File: src/rtl/ysyx_bus_arb_if.sv
// Bundle of every request/response wire around the bus arbiter.
// The arbiter takes the 'slave' view: it is the target of the IFU/LSU
// requests and of the memory responses, and drives the rest. The 'master'
// view is the surrounding system (fetch unit, load/store unit, memory).
interface ysyx_bus_arb_if #(
  parameter int ADDR_W = 32,
  parameter int DATA_W = 32
);
  // IFU read channel
  logic [ADDR_W-1:0]   ifu_araddr;
  logic                ifu_arvalid;
  logic [DATA_W-1:0]   ifu_rdata;
  logic                ifu_rvalid;
  logic                ifu_err;
  // LSU read/write channels
  logic [ADDR_W-1:0]   lsu_araddr;
  logic                lsu_arvalid;
  logic [ADDR_W-1:0]   lsu_awaddr;
  logic [DATA_W-1:0]   lsu_wdata;
  logic [DATA_W/8-1:0] lsu_wstrb;
  logic                lsu_wvalid;
  logic [DATA_W-1:0]   lsu_rdata;
  logic                lsu_rvalid;
  logic                lsu_bvalid;
  logic                lsu_err;
  // Shared memory port
  logic [ADDR_W-1:0]   mem_araddr;
  logic                mem_arvalid;
  logic [ADDR_W-1:0]   mem_awaddr;
  logic [DATA_W-1:0]   mem_wdata;
  logic [DATA_W/8-1:0] mem_wstrb;
  logic                mem_wvalid;
  logic [DATA_W-1:0]   mem_rdata;
  logic                mem_rvalid;
  logic                mem_bvalid;

  modport slave (
    input  ifu_araddr, ifu_arvalid,
    output ifu_rdata, ifu_rvalid, ifu_err,
    input  lsu_araddr, lsu_arvalid, lsu_awaddr, lsu_wdata, lsu_wstrb, lsu_wvalid,
    output lsu_rdata, lsu_rvalid, lsu_bvalid, lsu_err,
    output mem_araddr, mem_arvalid, mem_awaddr, mem_wdata, mem_wstrb, mem_wvalid,
    input  mem_rdata, mem_rvalid, mem_bvalid
  );

  modport master (
    output ifu_araddr, ifu_arvalid,
    input  ifu_rdata, ifu_rvalid, ifu_err,
    output lsu_araddr, lsu_arvalid, lsu_awaddr, lsu_wdata, lsu_wstrb, lsu_wvalid,
    input  lsu_rdata, lsu_rvalid, lsu_bvalid, lsu_err,
    input  mem_araddr, mem_arvalid, mem_awaddr, mem_wdata, mem_wstrb, mem_wvalid,
    output mem_rdata, mem_rvalid, mem_bvalid
  );
endinterface

File: src/rtl/ysyx_bus_arb.sv
// Two-master (IFU, LSU) to one-memory bus arbiter. One transaction in
// flight at a time, round-robin between IFU and LSU, LSU writes before LSU
// reads, and a wait counter that turns a silent memory into an error reply.
module ysyx_bus_arb #(
  parameter int ADDR_W  = 32,
  parameter int DATA_W  = 32,
  parameter int TIMEOUT = 255
) (
  input  logic           clk,
  input  logic           rst,   // asynchronous, active low
  ysyx_bus_arb_if.slave  bus
);

  localparam int STRB_W = DATA_W / 8;
  localparam logic [7:0] TIMEOUT_CNT = 8'(TIMEOUT);

  typedef enum logic [1:0] {IDLE, IFU_RD, LSU_RD, LSU_WR} state_t;
  typedef enum logic {GNT_IFU, GNT_LSU} grant_t;

  state_t              state, state_nxt;
  grant_t              last_grant;
  logic [7:0]          wait_cnt;
  logic [ADDR_W-1:0]   addr_q;
  logic [DATA_W-1:0]   wdata_q;
  logic [STRB_W-1:0]   wstrb_q;

  logic                gnt_ifu, gnt_lsu;
  logic                lsu_req;
  logic                resp;      // real memory response for the current state
  logic                timeout;   // counter reached its limit this cycle

  // The memory side always sees the holding registers, never live master inputs.
  assign bus.mem_araddr = addr_q;
  assign bus.mem_awaddr = addr_q;
  assign bus.mem_wdata  = wdata_q;
  assign bus.mem_wstrb  = wstrb_q;

  // State register.
  // NOTE: sequential state uses non-blocking (<=) so every flop samples the pre-edge values.
  always_ff @(posedge clk or negedge rst) begin
    if (!rst) state <= IDLE;
    else      state <= state_nxt;
  end

  // Grant bookkeeping, holding registers and the wait counter.
  // NOTE: holding registers are plain flops driving mem_* directly, so they get a reset value too.
  always_ff @(posedge clk or negedge rst) begin
    if (!rst) begin
      last_grant <= GNT_IFU;
      wait_cnt   <= 8'd0;
      addr_q     <= '0;
      wdata_q    <= '0;
      wstrb_q    <= '0;
    end else if (gnt_ifu) begin
      last_grant <= GNT_IFU;
      wait_cnt   <= 8'd0;
      addr_q     <= bus.ifu_araddr;
    end else if (gnt_lsu) begin
      last_grant <= GNT_LSU;
      wait_cnt   <= 8'd0;
      addr_q     <= bus.lsu_wvalid ? bus.lsu_awaddr : bus.lsu_araddr;
      wdata_q    <= bus.lsu_wdata;
      wstrb_q    <= bus.lsu_wstrb;
    end else if (state != IDLE && !resp && !timeout) begin
      wait_cnt   <= wait_cnt + 8'd1;
    end
  end

  // Arbitration, next state and all handshake outputs.
  // NOTE: every output of this block gets a default first, so no path can infer a latch.
  always_comb begin
    state_nxt       = state;
    gnt_ifu         = 1'b0;
    gnt_lsu         = 1'b0;
    lsu_req         = bus.lsu_wvalid | bus.lsu_arvalid;
    resp            = 1'b0;
    timeout         = (wait_cnt == TIMEOUT_CNT);
    bus.mem_arvalid = 1'b0;
    bus.mem_wvalid  = 1'b0;
    bus.ifu_rdata   = '0;
    bus.ifu_rvalid  = 1'b0;
    bus.ifu_err     = 1'b0;
    bus.lsu_rdata   = '0;
    bus.lsu_rvalid  = 1'b0;
    bus.lsu_bvalid  = 1'b0;
    bus.lsu_err     = 1'b0;

    case (state)
      IDLE: begin
        // On conflict the master that did not win last time gets the bus.
        if (bus.ifu_arvalid && lsu_req) begin
          if (last_grant == GNT_IFU) gnt_lsu = 1'b1;
          else                       gnt_ifu = 1'b1;
        end else if (bus.ifu_arvalid) begin
          gnt_ifu = 1'b1;
        end else if (lsu_req) begin
          gnt_lsu = 1'b1;
        end
        if (gnt_ifu)      state_nxt = IFU_RD;
        else if (gnt_lsu) state_nxt = bus.lsu_wvalid ? LSU_WR : LSU_RD;
      end

      IFU_RD: begin
        bus.mem_arvalid = 1'b1;
        resp            = bus.mem_rvalid;
        bus.ifu_rvalid  = resp | timeout;
        bus.ifu_err     = timeout & ~resp;
        bus.ifu_rdata   = (timeout && !resp) ? '0 : bus.mem_rdata;
        if (resp || timeout) state_nxt = IDLE;
      end

      LSU_RD: begin
        bus.mem_arvalid = 1'b1;
        resp            = bus.mem_rvalid;
        bus.lsu_rvalid  = resp | timeout;
        bus.lsu_err     = timeout & ~resp;
        bus.lsu_rdata   = (timeout && !resp) ? '0 : bus.mem_rdata;
        if (resp || timeout) state_nxt = IDLE;
      end

      LSU_WR: begin
        bus.mem_wvalid  = 1'b1;
        resp            = bus.mem_bvalid;
        bus.lsu_bvalid  = resp | timeout;
        bus.lsu_err     = timeout & ~resp;
        if (resp || timeout) state_nxt = IDLE;
      end

      default: state_nxt = IDLE;
    endcase
  end

endmodule
File: src/flat_wrapper.sv
// flat-port wrapper written by rule: the top's interface ports become plain ports
module ysyx_bus_arb_flat 
#(
  parameter int ADDR_W  = 32,
  parameter int DATA_W  = 32,
  parameter int TIMEOUT = 255
)
  (clk, rst, bus_ifu_araddr, bus_ifu_arvalid, bus_ifu_rdata, bus_ifu_rvalid, bus_ifu_err, bus_lsu_araddr, bus_lsu_arvalid, bus_lsu_awaddr, bus_lsu_wdata, bus_lsu_wstrb, bus_lsu_wvalid, bus_lsu_rdata, bus_lsu_rvalid, bus_lsu_bvalid, bus_lsu_err, bus_mem_araddr, bus_mem_arvalid, bus_mem_awaddr, bus_mem_wdata, bus_mem_wstrb, bus_mem_wvalid, bus_mem_rdata, bus_mem_rvalid, bus_mem_bvalid);
  ysyx_bus_arb_if #(.ADDR_W(ADDR_W), .DATA_W(DATA_W)) bus_i ();
  input  logic clk;
  input  logic rst;
  input wire logic [$bits(bus_i.ifu_araddr)-1:0] bus_ifu_araddr;
  input wire logic [$bits(bus_i.ifu_arvalid)-1:0] bus_ifu_arvalid;
  output wire logic [$bits(bus_i.ifu_rdata)-1:0] bus_ifu_rdata;
  output wire logic [$bits(bus_i.ifu_rvalid)-1:0] bus_ifu_rvalid;
  output wire logic [$bits(bus_i.ifu_err)-1:0] bus_ifu_err;
  input wire logic [$bits(bus_i.lsu_araddr)-1:0] bus_lsu_araddr;
  input wire logic [$bits(bus_i.lsu_arvalid)-1:0] bus_lsu_arvalid;
  input wire logic [$bits(bus_i.lsu_awaddr)-1:0] bus_lsu_awaddr;
  input wire logic [$bits(bus_i.lsu_wdata)-1:0] bus_lsu_wdata;
  input wire logic [$bits(bus_i.lsu_wstrb)-1:0] bus_lsu_wstrb;
  input wire logic [$bits(bus_i.lsu_wvalid)-1:0] bus_lsu_wvalid;
  output wire logic [$bits(bus_i.lsu_rdata)-1:0] bus_lsu_rdata;
  output wire logic [$bits(bus_i.lsu_rvalid)-1:0] bus_lsu_rvalid;
  output wire logic [$bits(bus_i.lsu_bvalid)-1:0] bus_lsu_bvalid;
  output wire logic [$bits(bus_i.lsu_err)-1:0] bus_lsu_err;
  output wire logic [$bits(bus_i.mem_araddr)-1:0] bus_mem_araddr;
  output wire logic [$bits(bus_i.mem_arvalid)-1:0] bus_mem_arvalid;
  output wire logic [$bits(bus_i.mem_awaddr)-1:0] bus_mem_awaddr;
  output wire logic [$bits(bus_i.mem_wdata)-1:0] bus_mem_wdata;
  output wire logic [$bits(bus_i.mem_wstrb)-1:0] bus_mem_wstrb;
  output wire logic [$bits(bus_i.mem_wvalid)-1:0] bus_mem_wvalid;
  input wire logic [$bits(bus_i.mem_rdata)-1:0] bus_mem_rdata;
  input wire logic [$bits(bus_i.mem_rvalid)-1:0] bus_mem_rvalid;
  input wire logic [$bits(bus_i.mem_bvalid)-1:0] bus_mem_bvalid;
  assign bus_i.ifu_araddr = bus_ifu_araddr;
  assign bus_i.ifu_arvalid = bus_ifu_arvalid;
  assign bus_ifu_rdata = bus_i.ifu_rdata;
  assign bus_ifu_rvalid = bus_i.ifu_rvalid;
  assign bus_ifu_err = bus_i.ifu_err;
  assign bus_i.lsu_araddr = bus_lsu_araddr;
  assign bus_i.lsu_arvalid = bus_lsu_arvalid;
  assign bus_i.lsu_awaddr = bus_lsu_awaddr;
  assign bus_i.lsu_wdata = bus_lsu_wdata;
  assign bus_i.lsu_wstrb = bus_lsu_wstrb;
  assign bus_i.lsu_wvalid = bus_lsu_wvalid;
  assign bus_lsu_rdata = bus_i.lsu_rdata;
  assign bus_lsu_rvalid = bus_i.lsu_rvalid;
  assign bus_lsu_bvalid = bus_i.lsu_bvalid;
  assign bus_lsu_err = bus_i.lsu_err;
  assign bus_mem_araddr = bus_i.mem_araddr;
  assign bus_mem_arvalid = bus_i.mem_arvalid;
  assign bus_mem_awaddr = bus_i.mem_awaddr;
  assign bus_mem_wdata = bus_i.mem_wdata;
  assign bus_mem_wstrb = bus_i.mem_wstrb;
  assign bus_mem_wvalid = bus_i.mem_wvalid;
  assign bus_i.mem_rdata = bus_mem_rdata;
  assign bus_i.mem_rvalid = bus_mem_rvalid;
  assign bus_i.mem_bvalid = bus_mem_bvalid;
  ysyx_bus_arb #(.ADDR_W(ADDR_W), .DATA_W(DATA_W), .TIMEOUT(TIMEOUT)) u_core (.clk(clk), .rst(rst), .bus(bus_i));
endmodule
File: config.mk
export PLATFORM = sky130hd
export DESIGN_NAME = ysyx_bus_arb_flat
export DESIGN_NICKNAME = d
export VERILOG_FILES = /design/src/rtl/ysyx_bus_arb_if.sv /design/src/rtl/ysyx_bus_arb.sv /design/src/flat_wrapper.sv
export SDC_FILE = /design/constraint.sdc
export NUM_CORES = 1
export LEC_CHECK = 0
export ABC_CLOCK_PERIOD_IN_PS = 2000
export BUFFER_PORTS_ARGS = -buffer_cell sky130_fd_sc_hd__buf_2
export CORE_ASPECT_RATIO = 0.5
export CORE_MARGIN = 10
export CORE_UTILIZATION = 37
export DETAILED_ROUTE_END_ITERATION = 6
export HOLD_SLACK_MARGIN = 0.02
export PLACE_DENSITY = 0.75
export SLEW_MARGIN = 20
export SYNTH_ARGS = -nofsm -noshare
export SYNTH_HDL_FRONTEND = slang
export SYNTH_SLANG_ARGS = --single-unit
File: constraint.sdc
create_clock -name clk -period 2 [get_ports clk]
set_clock_uncertainty 0.15 [all_clocks]
set_input_delay 0.1 -clock clk [delete_from_list [all_inputs] [get_ports clk]]
set_output_delay 0.1 -clock clk [all_outputs]
set_load 0.01 [all_outputs]
=== Yosys cells after proc, flatten, opt, wreduce, memory -nomap -nowiden ===
Cells that the tools add are included.

* Bits in registers: 79
* Output and inout bits: 171
* Logic and storage cells: 74

* Add/sub/neg operators: 1
* Eq/ne operators: 7
* Multiplexer cells: 36
* Bitwise gates (word level): 8
* Reduce and logical (&&, ||, !) cells: 16

{| class="wikitable"
|+ Operators with widths
! cell !! count
|-
| 2-to-1 mux 32 bit || 6
|-
| 2-to-1 mux 8 bit || 3
|-
| 2-to-1 mux 1 bit || 20
|-
| adder 8 x 1 -> 8 bit (second input constant) || 1
|-
| equality test 8 bit (second input constant) || 1
|-
| 2-to-1 mux 2 bit || 4
|-
| one-hot mux 2 bit (3 select lines) || 1
|-
| equality test 2 bit (second input constant) || 2
|-
| logical AND 1 bit || 4
|-
| inequality test 2 x 1 -> 1 bit (second input constant) || 2
|-
| one-hot mux 1 bit (2 select lines) || 2
|-
| nonzero test 2 bit || 2
|-
| zero test 1 bit || 3
|-
| inequality test 3 x 1 -> 1 bit (second input constant) || 1
|-
| inverter 1 bit || 3
|-
| OR 1 bit || 3
|-
| AND reduction 3 bit || 1
|-
| nonzero test 3 bit || 1
|-
| AND 1 bit || 2
|-
| equality test 2 x 1 -> 1 bit (second input constant) || 1
|-
| zero test 2 bit || 1
|-
| logical OR 1 bit || 2
|-
| AND reduction 2 bit || 1
|-
| OR reduction 2 bit || 1
|}

=== Depth between registers and ports, before layout ===
Gate-level depths: netlist of run 1.

* Depth after elaboration: 9
* Mapped depth: 9
* Depth with buffers taken out: 6

=== Worst setup path after synthesis of run 1 ===
No wires, ideal clock.

* Path kind: register to register
* Start: reg u_core.state[0]
* End: reg u_core.wait_cnt[5]
* Library setup time: 0.129 ns
* Arrival time: 1.730 ns
* Data required time: 1.721 ns
* Setup slack: -0.008 ns
* Stages on the path, launching flop included: 7
* Period minus slack after synthesis: 2.008 ns
* Path through: dfrtp_1 > inv_1 > ha_1 > a221o_1 > nor2_1 > o2111ai_1 > mux2i_1

* Longest elaborated chain between the ends: 7
* Elaborated cells between the ends (all ways): 15
* Classes of those cells: 3 x eq/ne; 5 x mux; 7 x reduce/logical

{| class="wikitable"
|+ RTL lines
! what !! RTL line !! source
|-
| start: declaration || ysyx_bus_arb.sv:20 || <nowiki>state_t state, state_nxt;</nowiki>
|-
| start signal: assignment || ysyx_bus_arb.sv:42 || <nowiki>else state <= state_nxt;</nowiki>
|-
| equality test 2 x 1 -> 1 bit / equality test 2 bit (equally long branches) || ysyx_bus_arb.sv:88 || <nowiki>case (state)</nowiki>
|-
| OR reduction 2 bit (no source line) || n/a ||
|-
| one-hot mux 1 bit (2 select lines) || ysyx_bus_arb.sv:88 ||
|-
| zero test 1 bit || ysyx_bus_arb.sv:64 || <nowiki>end else if (state != IDLE && !resp && !timeout) begin</nowiki>
|-
| logical AND 1 bit (2 in series) || ysyx_bus_arb.sv:64 ||
|-
| nonzero test 3 bit (no source line) || n/a ||
|-
| end signal: assignment || ysyx_bus_arb.sv:65 || <nowiki>wait_cnt <= wait_cnt + 8'd1;</nowiki>
|-
| end: declaration || ysyx_bus_arb.sv:22 || <nowiki>logic [7:0] wait_cnt;</nowiki>
|}

Several ways; a longest one is shown, not always the timed one.
A chain may end at the register's enable or synchronous reset.

=== Worst setup path in the final report of run 1 ===
* Start: reg u_core.wait_cnt[0]
* End: out bus_lsu_rdata[26]

* Longest elaborated chain between the ends: 4

{| class="wikitable"
|+ RTL lines
! what !! RTL line !! source
|-
| equality test 8 bit || ysyx_bus_arb.sv:77 || <nowiki>timeout = (wait_cnt == TIMEOUT_CNT);</nowiki>
|-
| logical AND 1 bit || ysyx_bus_arb.sv:117 || <nowiki>bus.lsu_rdata = (timeout && !resp) ? '0 : bus.mem_rdata;</nowiki>
|-
| 2-to-1 mux 32 bit || ysyx_bus_arb.sv:117 ||
|-
| 2-to-1 mux 32 bit || ysyx_bus_arb.sv:88 ||
|-
| end: declaration || flat_wrapper.sv:23 || <nowiki>output wire logic [$bits(bus_i.lsu_rdata)-1:0] bus_lsu_rdata;</nowiki>
|}

No other way between the ends.

==> flow_metrics.env, run 1 <==
export IMPL_status="finished with violations"
export IMPL_violations="negative setup slack"
export IMPL_clock_fmax_mhz=460
export IMPL_die_y_um=97.5
export IMPL_synth_top_cell_by_area="dfrtp_1"
export IMPL_cts_clk_slew_worst_paths_ps=60
export IMPL_synth_top_area_share_pct=44.5
export IMPL_vdd_drop_max_v=0.000642
export IMPL_insertion_delay_ps=330
export IMPL_nets=1036
export IMPL_synth_avg_cell_area_sq_um=11.0
export IMPL_wl_per_cell_um=20.7
export IMPL_die_x_um=175
export IMPL_crit_path_top_delay_cell="or3_4"
export IMPL_synth_most_common_cell="dfrtp_1"
export IMPL_maxCapViolCount=0
export IMPL_min_path_type="input port to flip-flop"
export IMPL_io_pins=342
export IMPL_vias_per_cell=4.99
export IMPL_grt_max_degree=45
export IMPL_gp_congestion=0.850
export IMPL_min_period_over_period_pct=109
export IMPL_met3_usage_pct=6.67
export IMPL_dr_pass1_iters=4
export IMPL_start_util_pct=37.8
export IMPL_core_sq_mm=0.0118
export IMPL_grt_antenna_before_repair=9
export IMPL_top_usage_layer="met2"
export IMPL_worst_ep_required_time_ps=1750
export IMPL_finalHoldViolCount=0
export IMPL_whs_ps=58.6
export IMPL_drive_above_1_share_pct=56.4
export IMPL_setup_violations=68
export IMPL_crit_chain="ha_2, nand2_4, or3_4, o21a_4, and2_1, buf_2"
export IMPL_num_rows=28
export IMPL_synth_cell_type_count=37
export IMPL_start_kind="flip-flop"
export IMPL_worst_pin_slew_ps=500
export IMPL_syn_num_nets=583
export IMPL_ys_flop_type="dfrtp_1"
export IMPL_syn_cell_area_sq_mm=0.00445
export IMPL_p_leak_nw=4.27
export IMPL_p_per_area_mw_per_mm2=1270
export IMPL_grt_pass1_wl_um=31400
export IMPL_power_mw=10.6
export IMPL_path_buf_inv=1
export IMPL_fillers=864
export IMPL_cts_tree="built"
export IMPL_seq_area_frac_synth_pct=44.5
export IMPL_ant_nets=0
export IMPL_worst_path_stages=6
export IMPL_h_tree_depth=3
export IMPL_synth_seq_cells=79
export IMPL_startpoint="u_core.wait_cnt[0]"
export IMPL_numClockSinks=79
export IMPL_drt_iter0_markers=217
export IMPL_crit_end="bus_lsu_rdata[26]"
export IMPL_port_buffer_count=341
export IMPL_rrSetupSlack_ps=70
export IMPL_wl_um=21500
export IMPL_met1_usage_pct=21.0
export IMPL_end_kind="output port"
export IMPL_async_reset_ff_share_pct=100
export IMPL_drc_errors=0
export IMPL_slew_violations=0
export IMPL_cts_buffers=9
export IMPL_syn_instance_count=406
export IMPL_vias=5183
export IMPL_path_class="flip-flop to output port"
export IMPL_die_area_sq_mm=0.0171
export IMPL_layout_setup_ws_ps=-172
export IMPL_slew_headroom_pct=66.7
export IMPL_reg2reg_depth=6
export IMPL_grt_pass1_vias=5730
export IMPL_cts_root_buf="clkbuf_16"
export IMPL_cp_top_family="simple AND/OR/NAND/NOR gates"
export IMPL_max_stage_delay_ps=400
export IMPL_synth_edff_count=0
export IMPL_r2r_end="u_core.bus.mem_wdata[3]"
export IMPL_arrival_ps=1920
export IMPL_grt_use_total_pct=23.0
export IMPL_synth_area_leaders="dfrtp_1, mux2_2, and2_1"
export IMPL_crit_fanout=8
export IMPL_fin_crit_ps=2170
export IMPL_area_delta_synth_final_pct=87.6
export IMPL_r2r_start="u_core.state[0]"
export IMPL_rsz0062_at_grt="yes"
export IMPL_yosysWarnings=0
export IMPL_clockBufferDepth=2
export IMPL_synth_common_cells="dfrtp_1, and2_1, nor2_1"
export IMPL_dpl_hpwl_um=13600
export IMPL_met2_usage_pct=45.0
export IMPL_place_ws_ps=-1.68
export IMPL_overflow=0
[tightest hold or removal path, delay by kind of cell]
family          cells  cell delay, ps
mux                 1              80
buf+inv             1              90
compound gates      2             220
[through the flow]
| stage | area [sq um] | cells | util [%] | TNS, ps |
|---|---|---|---|---|
| 2_1_floorplan | 4450 | 406 | - | 0 |
| 3_3_place_gp | 6150 | 871 | 52.2 | 0 |
| 3_5_place_dp | 6150 | 871 | 52.2 | -1.68 |
| 4_1_cts | 7980 | 1027 | 67.8 | -12370 |
| 5_1_grt | 8340 | 1038 | 70.9 | -13850 |
| 6_report | 8340 | 1038 | 70.9 | -9170 |
[how the worst min path moves through the flow]
stage                                from                  endpoint  slack (ps)  cells after the start
after floorplan                       rst  u_core.bus.mem_araddr[0]        -350                      0
after global placement                rst  u_core.bus.mem_wdata[20]         -50                      1
after detailed placement              rst  u_core.bus.mem_wdata[21]         -50                      1
after CTS                 bus_lsu_arvalid           u_core.state[0]          40                      4
after global routing      bus_lsu_arvalid           u_core.state[0]          80                      4
final                     bus_lsu_arvalid           u_core.state[0]          60                      4
[registers in the layout, indices dropped and copies added, names as in the netlist]
signal	cells
u_core.bus.mem_wstrb	4
u_core.bus.mem_araddr	32
u_core.state	2
u_core.wait_cnt	8
u_core.last_grant	1
u_core.bus.mem_wdata	32
[power breakdown]
group          leakage [nW]  internal (mW)  switching [mW]
Combinational          3.17           3.09            2.96
Clock                 0.135          0.974           0.682
Sequential            0.960           2.35           0.522
[metal layers]
metal,part of all wire (%),wire length [um],vias up
li1,-,-,2327
met1,32,6970,2532
met2,56,12200,253
met3,6.9,1490,71
met4,4.2,906,0
met5,0,0,-
[logic make-up after synthesis]
logic type	synth area share, %
compound gates	11.7
fa+ha+maj	1.69
buf+inv	9.82
flops	44.5
mux	17.2
simple gates	15.1
[repair_timing]
item,4_1_cts,5_1_grt
cloned,7,0
pin swaps,70,11
setup buffers,2,2
endpoints found under the setup margin,68,78
hold buffers,131,0
gates resized for setup,33,80
endpoints found under the hold margin,103,0
[final cells by class]
class / instances / area (sq um) / share of cell area, %
Timing Repair Buffer: 494 / 3510 / 42.1
Multi-Input combinational cell: 269 / 2300 / 27.6
Sequential cell: 79 / 1980 / 23.7
Clock buffer: 10 / 229 / 2.74
Tap cell: 165 / 206 / 2.47
Clock inverter: 6 / 70.1 / 0.840
Inverter: 6 / 22.5 / 0.270
Antenna cell: 9 / 22.5 / 0.270
[cells in the final DEF (no fill, tap or decap), drive strengths merged, types with 6 or more instances in the layout]
cell type,synthesis,layout
mux2i,36,36
diode,0,9
o21ai,6,6
dfrtp,79,79
clkbuf,7,10
dlygate4sd3,0,131
and2,64,64
nor2,40,40
mux2,36,36
a221o,33,33
ha,6,6
buf,52,363
o21a,5,11
inv,6,7
nand2,7,7
(Power assumes the default switching activity.)
==> inputs of run 2 (changes only) <==
--- a/config.mk
+++ b/config.mk
@@ -7,12 +7,11 @@
 export LEC_CHECK = 0
 export ABC_CLOCK_PERIOD_IN_PS = 2000
 export BUFFER_PORTS_ARGS = -buffer_cell sky130_fd_sc_hd__buf_2
-export CORE_ASPECT_RATIO = 0.5
-export CORE_MARGIN = 10
-export CORE_UTILIZATION = 37
+export CORE_AREA = 10 10 124 126
 export DETAILED_ROUTE_END_ITERATION = 6
+export DIE_AREA = 0 0 134 136
 export HOLD_SLACK_MARGIN = 0.02
-export PLACE_DENSITY = 0.75
+export PLACE_DENSITY = 0.71
 export SLEW_MARGIN = 20
 export SYNTH_ARGS = -nofsm -noshare
 export SYNTH_HDL_FRONTEND = slang
==> run 2 against run 1 <==
The flow still finishes with violations (negative setup slack); sequential power about the same; total power rose by 3.5%; final cell count rose by 1.3%; register-to-register slack lost 30 ps; via count rose by 2.2%; core utilization shrank 5.2 points; clock power grew 9.6%; critical path type unchanged; critical endpoint is now bus_lsu_rdata[19]; largest cell class unchanged; highest routed layer is now met5.
==> flow_metrics.env, run 2 (synthesis gave the netlist of run 1 again) <==
export IMPL_drt_iter0_markers=487
export IMPL_maxCapViolCount=0
export IMPL_violations="negative setup slack"
export IMPL_rsz0062_at_grt="yes"
export IMPL_clockBufferDepth=2
export IMPL_h_tree_depth=3
export IMPL_seqPwrFrac_pct=26.1
export IMPL_grt_max_degree=40
export IMPL_layout_setup_ws_ps=-263
export IMPL_port_buffer_count=341
export IMPL_core_sq_mm=0.0130
export IMPL_clock_fmax_mhz=442
export IMPL_crit_path_top_delay_cell="or3_4"
export IMPL_min_period_over_period_pct=113
export IMPL_wl_um=23000
export IMPL_p_int_mw=6.67
export IMPL_switching_power_mw=4.28
export IMPL_fillers=937
export IMPL_grt_pass1_wl_um=30700
export IMPL_p_clk_share_pct=16.7
export IMPL_power_mw=10.9
export IMPL_drc_errors=0
export IMPL_cts_clk_slew_worst_paths_ps=70
export IMPL_cts_root_buf="clkbuf_16"
export IMPL_nets=1040
export IMPL_dpl_hpwl_um=14300
export IMPL_p_leak_nw=4.34
export IMPL_swShare_pct=39.1
export IMPL_crit_chain="ha_2, nand2_2, or3_4, o21a_4, and2_4, buf_6"
export IMPL_layout_common_cells="buf_2, dlygate4sd3_1, dfrtp_1"
export IMPL_max_stage_delay_ps=450
export IMPL_io_pins=342
export IMPL_p_comb_share_pct=57.2
export IMPL_start_kind="flip-flop"
export IMPL_area_delta_synth_final_pct=91.7
export IMPL_whs_ps=39.9
export IMPL_crit_fanout=8
export IMPL_worst_ep_required_time_ps=1750
export IMPL_wl_per_cell_um=21.9
export IMPL_die_area_sq_mm=0.0182
export IMPL_drive_above_1_share_pct=57.5
export IMPL_ant_nets=0
export IMPL_vias=5296
export IMPL_finalHoldViolCount=0
export IMPL_arrival_ps=2010
export IMPL_fin_crit_ps=2260
export IMPL_numClockSinks=79
export IMPL_cp_top_family="simple AND/OR/NAND/NOR gates"
export IMPL_slew_headroom_pct=73.8
export IMPL_setup_violations=66
export IMPL_cts_buffers=9
export IMPL_grt_pass1_vias=5219
export IMPL_overflow=0
export IMPL_gp_congestion=0.862
export IMPL_dr_pass1_iters=6
export IMPL_die_x_um=134
export IMPL_status="finished with violations"
export IMPL_place_ws_ps=32.1
export IMPL_grt_use_total_pct=21.3
export IMPL_vias_per_cell=5.03
export IMPL_path_class="flip-flop to output port"
export IMPL_vdd_drop_max_v=0.000679
export IMPL_p_per_area_mw_per_mm2=1280
export IMPL_grt_antenna_before_repair=8
export IMPL_num_rows=42
export IMPL_insertion_delay_ps=340
export IMPL_cts_tree="built"
export IMPL_final_util_pct=65.7
export IMPL_min_path_type="input port to asynchronous set/reset pin"
export IMPL_layout_commonest_cell="buf_2"
export IMPL_path_buf_inv=1
export IMPL_start_util_pct=34.3
export IMPL_worst_pin_slew_ps=392
export IMPL_die_y_um=136
export IMPL_end_kind="output port"
export IMPL_slew_violations=0
[run 2: cell count changes in the layout (fill, tap and decap cells not counted), moves of 2 or more]
cell        change
and2_1          -6
and2_4          +6
buf_2          -13
buf_4           +4
buf_6          +14
clkinvlp_4      -2
[run 2: per-layer routing]
layer / global-route usage [%] / wire (um) / vias up
met5: 0 / 27 / -
met4: 9.61 / 977 / 4
met3: 6.64 / 2070 / 86
met2: 36.2 / 11800 / 329
met1: 24.2 / 8150 / 2538
li1: - / - / 2339
[run 2: path summary, 6_finish.rpt]
check                                                  to                     start  cells past startpoint  slack, ps
min in group clk                 u_core.bus.mem_araddr[7]         bus_lsu_awaddr[7]                      4         40
worst max register to register            u_core.state[0]        u_core.wait_cnt[0]                      7         40
worst min register to register   u_core.bus.mem_wdata[10]  u_core.bus.mem_wdata[10]                      1        350
worst max-delay path                    bus_lsu_rdata[19]        u_core.wait_cnt[0]                      6       -260
worst min-delay path                   u_core.wait_cnt[0]                       rst                      2         40
max in group asynchronous       u_core.bus.mem_araddr[24]                       rst                      3       1070
[run 2: timing repair]
item                                    4_1_cts  5_1_grt
pin swaps                                     2       69
gates cloned                                  4        3
endpoints found under the hold margin       147        0
gates resized for setup                       9      133
endpoints found under the setup margin       69       74
setup buffers                                 2        4
hold buffers                                130        0
[run 2: power groups by stage]
stage	clock network, mW	registers, mW	logic [mW]
4_1_cts	1.86	2.81	5.43
5_1_grt	1.93	2.93	6.63
3_3_place_gp	0	2.79	4.99
3_5_place_dp	0	2.84	5.03
6_report	1.82	2.86	6.26
2_1_floorplan	0	3.13	2.91
[run 2: layout make-up]
class	instances	area, sq um	area share, %
timing repair buffer	498	3620	42.5
multi-input combinational	269	2330	27.4
sequential	79	1980	23.2
clock buffer	9	225	2.64
tap	176	220	2.58
clock inverter	7	105	1.23
inverter	6	22.5	0.264
antenna	8	20.0	0.235
[run 2: through the flow]
stage,area (sq um),std cells,setup TNS (ps)
2_1_floorplan,4450,406,0
3_3_place_gp,6180,885,0
3_5_place_dp,6180,885,0
4_1_cts,7910,1037,-13700
5_1_grt,8520,1049,-16070
6_report,8520,1052,-14050
